`config.mk`:
```
export PLATFORM = sky130hd
export DESIGN_NAME = fifo9_rr_mux
export DESIGN_NICKNAME = d
export VERILOG_FILES = /design/src/rtl/fifo9_rr_mux.sv
export SDC_FILE = /design/constraint.sdc
export NUM_CORES = 1
export LEC_CHECK = 0
export BUFFER_PORTS_ARGS = -buffer_cell sky130_fd_sc_hd__buf_2
export CAP_MARGIN = 40
export CORE_UTILIZATION = 51
export DETAILED_ROUTE_END_ITERATION = 10
export PLACE_DENSITY = 0.77
export SKIP_CTS_REPAIR_TIMING = 1
export SYNTH_ARGS = -nofsm -noshare
export SYNTH_HDL_FRONTEND = slang
export SYNTH_SLANG_ARGS = --single-unit
export TNS_END_PERCENT = 1
```
`constraint.sdc`:
```
create_clock -name sys_clk -period 5.2 [get_ports sys_clk]
set_clock_uncertainty 0.2 [all_clocks]
set_input_delay 1.04 -clock sys_clk [delete_from_list [all_inputs] [get_ports sys_clk]]
set_output_delay 1.04 -clock sys_clk [all_outputs]
set_load 0.1 [all_outputs]
```
`src/rtl/fifo9_rr_mux.sv`:
```
// fifo9_rr_mux: frame-atomic round-robin merge of N 9-bit GMII receive FIFOs
// into one output FIFO, truncating oversize frames and appending GapOut gap words per frame.
module fifo9_rr_mux #(
  parameter int unsigned N      = 4,
  parameter int unsigned GapOut = 2,
  parameter int unsigned MaxLen = 1522
) (
  input  logic            sys_clk,
  input  logic            sys_rst_n,
  input  logic [9*N-1:0]  in_dout,
  input  logic [N-1:0]    in_empty,
  output logic [N-1:0]    in_rd_en,
  output logic [8:0]      out_din,
  output logic            out_wr_en,
  input  logic            out_afull,
  output logic [16*N-1:0] frame_cnt,
  output logic [15:0]     trunc_cnt
);

  localparam int unsigned PW = (N > 1) ? $clog2(N) : 1;
  localparam int unsigned LW = 12;
  localparam int unsigned GW = 4;

  typedef enum logic [1:0] {
    ST_ARB,
    ST_XFER,
    ST_DRAIN,
    ST_GAP
  } state_t;

  state_t        state, state_nxt;
  logic [PW-1:0] sel, sel_nxt;
  logic [PW-1:0] rr_ptr, rr_nxt;
  logic [LW-1:0] len, len_nxt;
  logic [GW-1:0] gcnt, gcnt_nxt;
  logic [8:0]    din_nxt;
  logic          wr_nxt;
  logic          fc_inc;
  logic          tr_inc;
  logic [15:0]   fcnt [N];

  logic [8:0]    head [N];
  logic [N-1:0]  elig;
  logic [N-1:0]  stray;
  logic [8:0]    sel_head;
  logic          sel_avail;
  logic          arb_found;
  logic [PW-1:0] arb_sel;
  logic [PW:0]   scan;

  // Per-port head word classification: data heads compete, gap heads are discarded in ARB
  always_comb begin
    for (int unsigned p = 0; p < N; p++) begin
      head[p]  = in_dout[9*p +: 9];
      elig[p]  = !in_empty[p] && head[p][8];
      stray[p] = !in_empty[p] && !head[p][8];
    end
  end

  // Round-robin pick: first eligible port at or after rr_ptr, wrapping mod N
  always_comb begin
    arb_found = 1'b0;
    arb_sel   = '0;
    scan      = '0;
    for (int unsigned i = 0; i < N; i++) begin
      scan = {1'b0, rr_ptr} + (PW+1)'(i);
      if (scan >= (PW+1)'(N)) begin
        scan = scan - (PW+1)'(N);
      end
      if (!arb_found && elig[scan[PW-1:0]]) begin
        arb_found = 1'b1;
        arb_sel   = scan[PW-1:0];
      end
    end
  end

  // Next-state, pop strobes and registered-output next values
  always_comb begin
    state_nxt = state;
    sel_nxt   = sel;
    rr_nxt    = rr_ptr;
    len_nxt   = len;
    gcnt_nxt  = gcnt;
    din_nxt   = 9'h000;
    wr_nxt    = 1'b0;
    in_rd_en  = '0;
    fc_inc    = 1'b0;
    tr_inc    = 1'b0;
    sel_head  = head[sel];
    sel_avail = !in_empty[sel];

    unique case (state)
      ST_ARB: begin
        in_rd_en = stray;
        if (arb_found) begin
          state_nxt = ST_XFER;
          sel_nxt   = arb_sel;
          len_nxt   = '0;
        end
      end

      ST_XFER: begin
        if (sel_avail && !out_afull) begin
          in_rd_en[sel] = 1'b1;
          wr_nxt        = 1'b1;
          if (!sel_head[8]) begin
            fc_inc    = 1'b1;
            state_nxt = ST_GAP;
            gcnt_nxt  = GW'(GapOut - 1);
          end else if (len == LW'(MaxLen)) begin
            tr_inc    = 1'b1;
            state_nxt = ST_DRAIN;
          end else begin
            din_nxt = sel_head;
            len_nxt = len + LW'(1);
          end
        end
      end

      // Discard the oversize remainder without writing and regardless of backpressure
      ST_DRAIN: begin
        if (sel_avail) begin
          in_rd_en[sel] = 1'b1;
          if (!sel_head[8]) begin
            state_nxt = ST_GAP;
            gcnt_nxt  = GW'(GapOut - 1);
          end
        end
      end

      ST_GAP: begin
        if (gcnt == '0) begin
          state_nxt = ST_ARB;
          rr_nxt    = (sel == PW'(N - 1)) ? '0 : sel + PW'(1);
        end else if (!out_afull) begin
          wr_nxt   = 1'b1;
          gcnt_nxt = gcnt - GW'(1);
        end
      end

      default: begin
        state_nxt = ST_ARB;
      end
    endcase
  end

  // State, output and counter registers
  always_ff @(posedge sys_clk or negedge sys_rst_n) begin
    if (!sys_rst_n) begin
      state     <= ST_ARB;
      sel       <= '0;
      rr_ptr    <= '0;
      len       <= '0;
      gcnt      <= '0;
      out_din   <= 9'h000;
      out_wr_en <= 1'b0;
      trunc_cnt <= '0;
      for (int unsigned p = 0; p < N; p++) begin
        fcnt[p] <= '0;
      end
    end else begin
      state     <= state_nxt;
      sel       <= sel_nxt;
      rr_ptr    <= rr_nxt;
      len       <= len_nxt;
      gcnt      <= gcnt_nxt;
      out_din   <= din_nxt;
      out_wr_en <= wr_nxt;
      if (tr_inc) begin
        trunc_cnt <= trunc_cnt + 16'd1;
      end
      for (int unsigned p = 0; p < N; p++) begin
        if (fc_inc && (sel == PW'(p))) begin
          fcnt[p] <= fcnt[p] + 16'd1;
        end
      end
    end
  end

  for (genvar p = 0; p < N; p++) begin : g_pack
    assign frame_cnt[16*p +: 16] = fcnt[p];
  end

endmodule

```
# Word-level counts from Yosys, hierarchy flattened
# Index checks and enable logic that the tools add are counted.
[op_classes]
n_bitwise = 1
n_reduce_logical = 40
mux = 65
add_sub_neg = 15
n_lt_le_gt_ge = 11
eq_ne = 17
[op_table]
columns = ["cell", "count"]
rows = [
  ["adder 16 x 1 -> 16 bit (second input constant)", 5],
  ["two-way mux 9 bit", 6],
  ["two-way mux 12 bit", 4],
  ["two-way mux 2 bit", 16],
  ["two-way mux 4 bit", 7],
  ["one-hot mux 12 bit (2 select lines)", 1],
  ["one-hot mux 4 bit (3 select lines)", 2],
  ["two-way mux 1 bit", 20],
  ["binary-select mux 9 bit (select 2 bit)", 1],
  ["inequality test 2 bit (second input constant)", 9],
  ["logical AND 1 bit", 17],
  ["less-than comparator 2 x 3 -> 1 bit (second input constant)", 5],
  ["logical NOT 1 bit", 13],
  ["adder 12 x 1 -> 12 bit (second input constant)", 1],
  ["== test 12 x 11 -> 1 bit (second input constant)", 1],
  [">= comparator 3 bit (second input constant)", 4],
  ["binary-select mux 1 bit (select 2 bit)", 5],
  ["AND reduction 5 bit", 2],
  ["== test 2 bit (second input constant)", 4],
  ["one-hot mux 2 bit (4 select lines)", 1],
  ["subtractor 2 x 1 -> 2 bit (second input constant)", 4],
  ["adder 2 x 2 -> 3 bit (second input constant)", 2],
  ["AND reduction 6 bit", 1],
  ["== test 2 x 1 -> 1 bit (second input constant)", 2],
  ["14 further kinds", 16],
]
[word_totals]
out_inout_bits = 94
reg_bits = 112
word_cells = 161
inputBits = 43

# Longest topological paths before layout
[depth]
ltp_word = 16
ltp_mapped = 9

# Worst setup path before layout
# Ideal clock, no wire load.
[synth_timing]
kind = "input to output"
from = "input in_empty[3]"
to = "output in_rd_en[0]"
cell_stages = 4
t_arrival_ns = 3.194
n_path_buf = 0
required_time_ns = 3.960
slack_ns = 0.766
cell_sequence = "mux4_2 > nor2_1 > a22oi_1 > nor2_1"
[synth_via]
elab_chain_cells = 6
elab_cells_between_ends = 7
[synth_rtl]
columns = ["item", "line_no", "rtl"]
rows = [
  ["start, declared", "11", "input logic [N-1:0] in_empty,"],
  ["binary-select mux 1 bit (select 2 bit) *", "90", "sel_avail = !in_empty[sel];"],
  ["two-way mux 1 bit (implied by the code) *", "90", ""],
  ["logical NOT 1 bit", "90", ""],
  ["logical AND 1 bit", "103", "if (sel_avail && !out_afull) begin"],
  ["two-way mux 4 bit", "103", ""],
  ["one-hot mux 4 bit (3 select lines) *", "92", "unique case (state)"],
  ["end, declared", "12", "output logic [N-1:0] in_rd_en,"],
]
# Every way passes the cells marked *; elsewhere a longest branch is shown, timed or not. The select of a mux whose other input is x is not followed.

# Worst setup path in the final report
[layout_timing]
from = "register sel[1]"
to = "output in_rd_en[0]"
[layout_via]
elab_chain_cells = 6
elab_cells_between_ends = 12
[layout_rtl]
columns = ["item", "line_no", "rtl"]
rows = [
  ["start, declared", "32", "logic [PW-1:0] sel, sel_nxt;"],
  ["start signal, assigned", "163", "sel <= sel_nxt;"],
  ["less-than comparator 2 x 3 -> 1 bit (implied by the code) (tied with other cells)", "104, 123", ""],
  ["logical AND 1 bit (implied by the code) or two-way mux 1 bit (tied branches)", "104, 123, 90", ""],
  ["two-way mux 1 bit (implied by the code) or logical NOT 1 bit (tied branches)", "104, 123, 90", ""],
  ["demux 1 bit (select 2 bit) or logical AND 1 bit (tied branches)", "104, 123, 103", ""],
  ["two-way mux 4 bit (on tied branches)", "122, 103", ""],
  ["one-hot mux 4 bit (3 select lines) *", "92", ""],
]
# Marked as above.

==> metrics.md <==
| Metric | Value |
|---|---|
| Max_slew headroom | `0.462` |
| Final Critical Period | `roughly 4.2 ns` |
| Hold Crit Class | `flip-flop to flip-flop` |
| Post-synthesis mux area share | `0.0550` |
| Hold Violations, Final | `0` |
| Peak fanout along the critical path | `14` |
| Total grt overflow | `0` |
| CP endpoint kind | `output pin` |
| Post-synth ARST share | `1.00` |
| Die X | `108 um` |
| Total number of yosys warnings | `0` |
| RR Startpoint | `sel[1]` |
| P_leak | `roughly 0.0034 uW` |
| Syn_area_per_cell | `10.6 sq um` |
| Reg2Reg Depth | `5` |
| Die Area | `approximately 12000 sq um` |
| Vias per cell | `about 5.7` |
| Hold EP | `frame_cnt[15]` |
| Tcrit/Tclk final | `0.805` |
| Post-synth EDFFs | `0` |
| Total wire length | `between 10 and 15 mm` |
| Clock buffer depth | `2` |
| Status | `complete, no violations` |
| DRT antenna net count | `0` |
| Power Dens Cells | `roughly 370 nW/um^2` |
| # rows | `38` |
| WS Path Type | `flip-flop to output pin` |
| Pin count of the biggest net entering global routing | `67` |
| Tightest Pin Transition | `0.803 ns` |
| Vias in the first global route | `about 4500` |
| Dominant register cell in the synthesized netlist | `dfrtp_1` |
| Post-synthesis sequential area ratio | `0.491` |
| Clk sinks | `about 110` |
| Synth Area in Adders | `0.0373` |
| DRT iter0 DRCs | `between 400 and 500` |
| Layout cells sized above 1 | `0.261` |
| Final slew viol count | `0` |
| Post-Syn Nets | `about 600` |
| Startpoint types | `flip-flop` |
| Layout overhead on the synthesized area | `17.7%` |
| Most frequent cells in the layout | `buf_2 (137), dfrtp_1 (112), nand2_1 (46)` |
| Min-delay src | `frame_cnt[15]` |
| Critical Path AT | `about 3 ns` |
| Largest family of logic cells by synthesized area | `simple AND/OR/NAND/NOR gates` |
| Synth Cell Area | `5710 sq um` |
| R2R Setup Slk | `around 1.6 ns` |
| Distinct cells, synth | `54` |
| Initial DRT Pass Iterations | `5` |
| Fmax achieved | `about 240 MHz` |
| Antenna violations before repair | `1` |
| Hold Path Stages | `1` |
| Top Ports | `roughly 140` |
| Drt wl/cell | `between 15 and 20 um` |
| GP Congestion | `0.834` |
| Max-cap check violation count | `0` |
| Antenna Cells | `0` |
| Commonest non-fill, non-tap cell in the layout | `buf_2` |
| Remaining DRCs | `0` |
| Total power | `~2500 uW` |
| First-pass GRT wire length | `between 20 and 25 mm` |
| Vert. Die Dim | `roughly 110 um` |
| Crit Reg-Reg Endpoint | `frame_cnt[55]` |
| Critical Path RT | `3.96 ns` |
| Root buffer cell | `clkbuf_8` |
| CTS tree | `yes` |
| Nets | `approximately 740` |
| Worst-Skew Late Latency | `0.37 ns` |
| Num CTS Buffers | `9` |
| Max VDD drop | `between 0.2 and 0.3 mV` |
| DP Wirelength | `9.94 mm` |
| Core area | `10900 sq um` |
| RSZ-0062 raised after global routing | `false` |
| Post-Synthesis Cells | `roughly 540` |
| Post-synthesis simple-gate area fraction | `0.216` |
| Final setup viols | `0` |
| H-tree Lvls | `3` |
| Buffers on Ports | `~140` |
| CTS clk-pin slew, worst paths | `around 0.10 ns` |
| Yosys reg bits | `~110` |
| Final worst slack | `~1.0 ns` |
| Post-Synth XOR/XNOR Area | `0.117` |
| Complex-gate fraction of the synthesized area | `0.0605` |
| TNS Setup | `0 ns` |
| Gr usage total | `0.242` |
| Initial Util | `0.524` |
| Via count | `between 4000 and 5000` |
| Pre-CTS WS | `~1.2 ns` |
==> logic make-up (layout without fill, tap and decap cells) <==
family / count (synthesis) / in the layout
xor gates and xnor gates: 76 / 76
buffers and inverters: 33 / 173
and+or+nand+nor: 233 / 233
DFF: 112 / 112
adders and majority gates: 17 / 17
muxes: 18 / 18
AOI/OAI and AO/OA: 49 / 49
==> synth_stat cells, types with 3 or more instances <==
library cell  count  area (sq um)
nand2b_1          4          25.0
a22oi_1           4          30.0
dfrtp_1         112          2800
clkbuf_1         10          37.5
mux2_2            7          78.8
or4_1             8          60.1
mux4_2           10           225
a21oi_1          14          70.1
inv_1            19          71.3
nand2_1          46           173
xnor2_1          40           350
xor2_1           36           315
and4_1            5          43.8
o31ai_1          10          75.1
nor4_1            8          50.1
o41ai_1           3          26.3
nand4_1          30           188
ha_1             17           213
and3_1           19           119
nor2_1           43           161
nor2b_1           5          31.3
nand3_1          34           170
nor3_1           13          65.1
==> stage by stage <==
| step | instance area [sq um] | hold slack (ns) | util | std cells |
|---|---|---|---|---|
| 2_1_floorplan | 5710 | 0.264 | - | 538 |
| 3_3_place_gp | 6510 | 0.254 | 0.598 | 801 |
| 3_5_place_dp | 6550 | 0.259 | 0.601 | 804 |
| 4_1_cts | 6720 | 0.277 | 0.617 | 818 |
| 5_1_grt | 6720 | 0.298 | 0.617 | 818 |
| 6_report | 6720 | 0.274 | 0.617 | 818 |
==> critical path, stage by stage, from the launching register on <==
cell,delay (ns)
dfrtp_1,0.77
mux4_2,0.73
nor2_1,0.36
a22oi_1,0.16
nor2_1,0.11
buf_2,0.43
==> how the worst max path moves through the flow <==
| stage | to | slack [ns] | cells after the start | start |
|---|---|---|---|---|
| after floorplan | in_rd_en[0] | 0.77 | 4 | in_empty[3] |
| after global placement | in_rd_en[1] | 1.19 | 6 | in_empty[1] |
| after detailed placement | in_rd_en[1] | 1.17 | 6 | in_empty[1] |
| after CTS | in_rd_en[1] | 1.05 | 5 | sel[1] |
| after global routing | in_rd_en[0] | 0.92 | 5 | sel[1] |
| final | in_rd_en[0] | 1.02 | 5 | sel[1] |
==> metal layers <==
| metal | global-route usage | vias up | share of wire |
|---|---|---|---|
| li1 | - | 2201 | - |
| met1 | 0.322 | 2293 | 0.44 |
| met2 | 0.392 | 141 | 0.48 |
| met3 | 0.0478 | 25 | 0.054 |
| met4 | 0.0841 | 2 | 0.022 |
| met5 | 0 | - | 0.00098 |
==> report_power, final <==
part | leakage [uW] | internal [uW] | total [uW] | switching (uW)
registers | 0.00152 | 943 | 1060 | 116
logic | 0.00183 | 268 | 927 | 659
clock network | 0.0000797 | 175 | 471 | 296
==> registers in the layout, indices dropped and copies added, names as in the netlist <==
name and flops:
gcnt 4, state 2, sel 2, out_wr_en 1, rr_ptr 2, out_din 9, frame_cnt 64, trunc_cnt 16
len 12
==> layout make-up <==
cell class              count  area (sq um)
fillers                   898          4170
clock buffers               9           124
multi-input cells         393          2770
inverters                  19          71.3
well taps                 140           175
flip-flops and latches    112          2800
clock inverters             5          43.8
repair buffers            140           728
(Power assumes the default switching activity.)
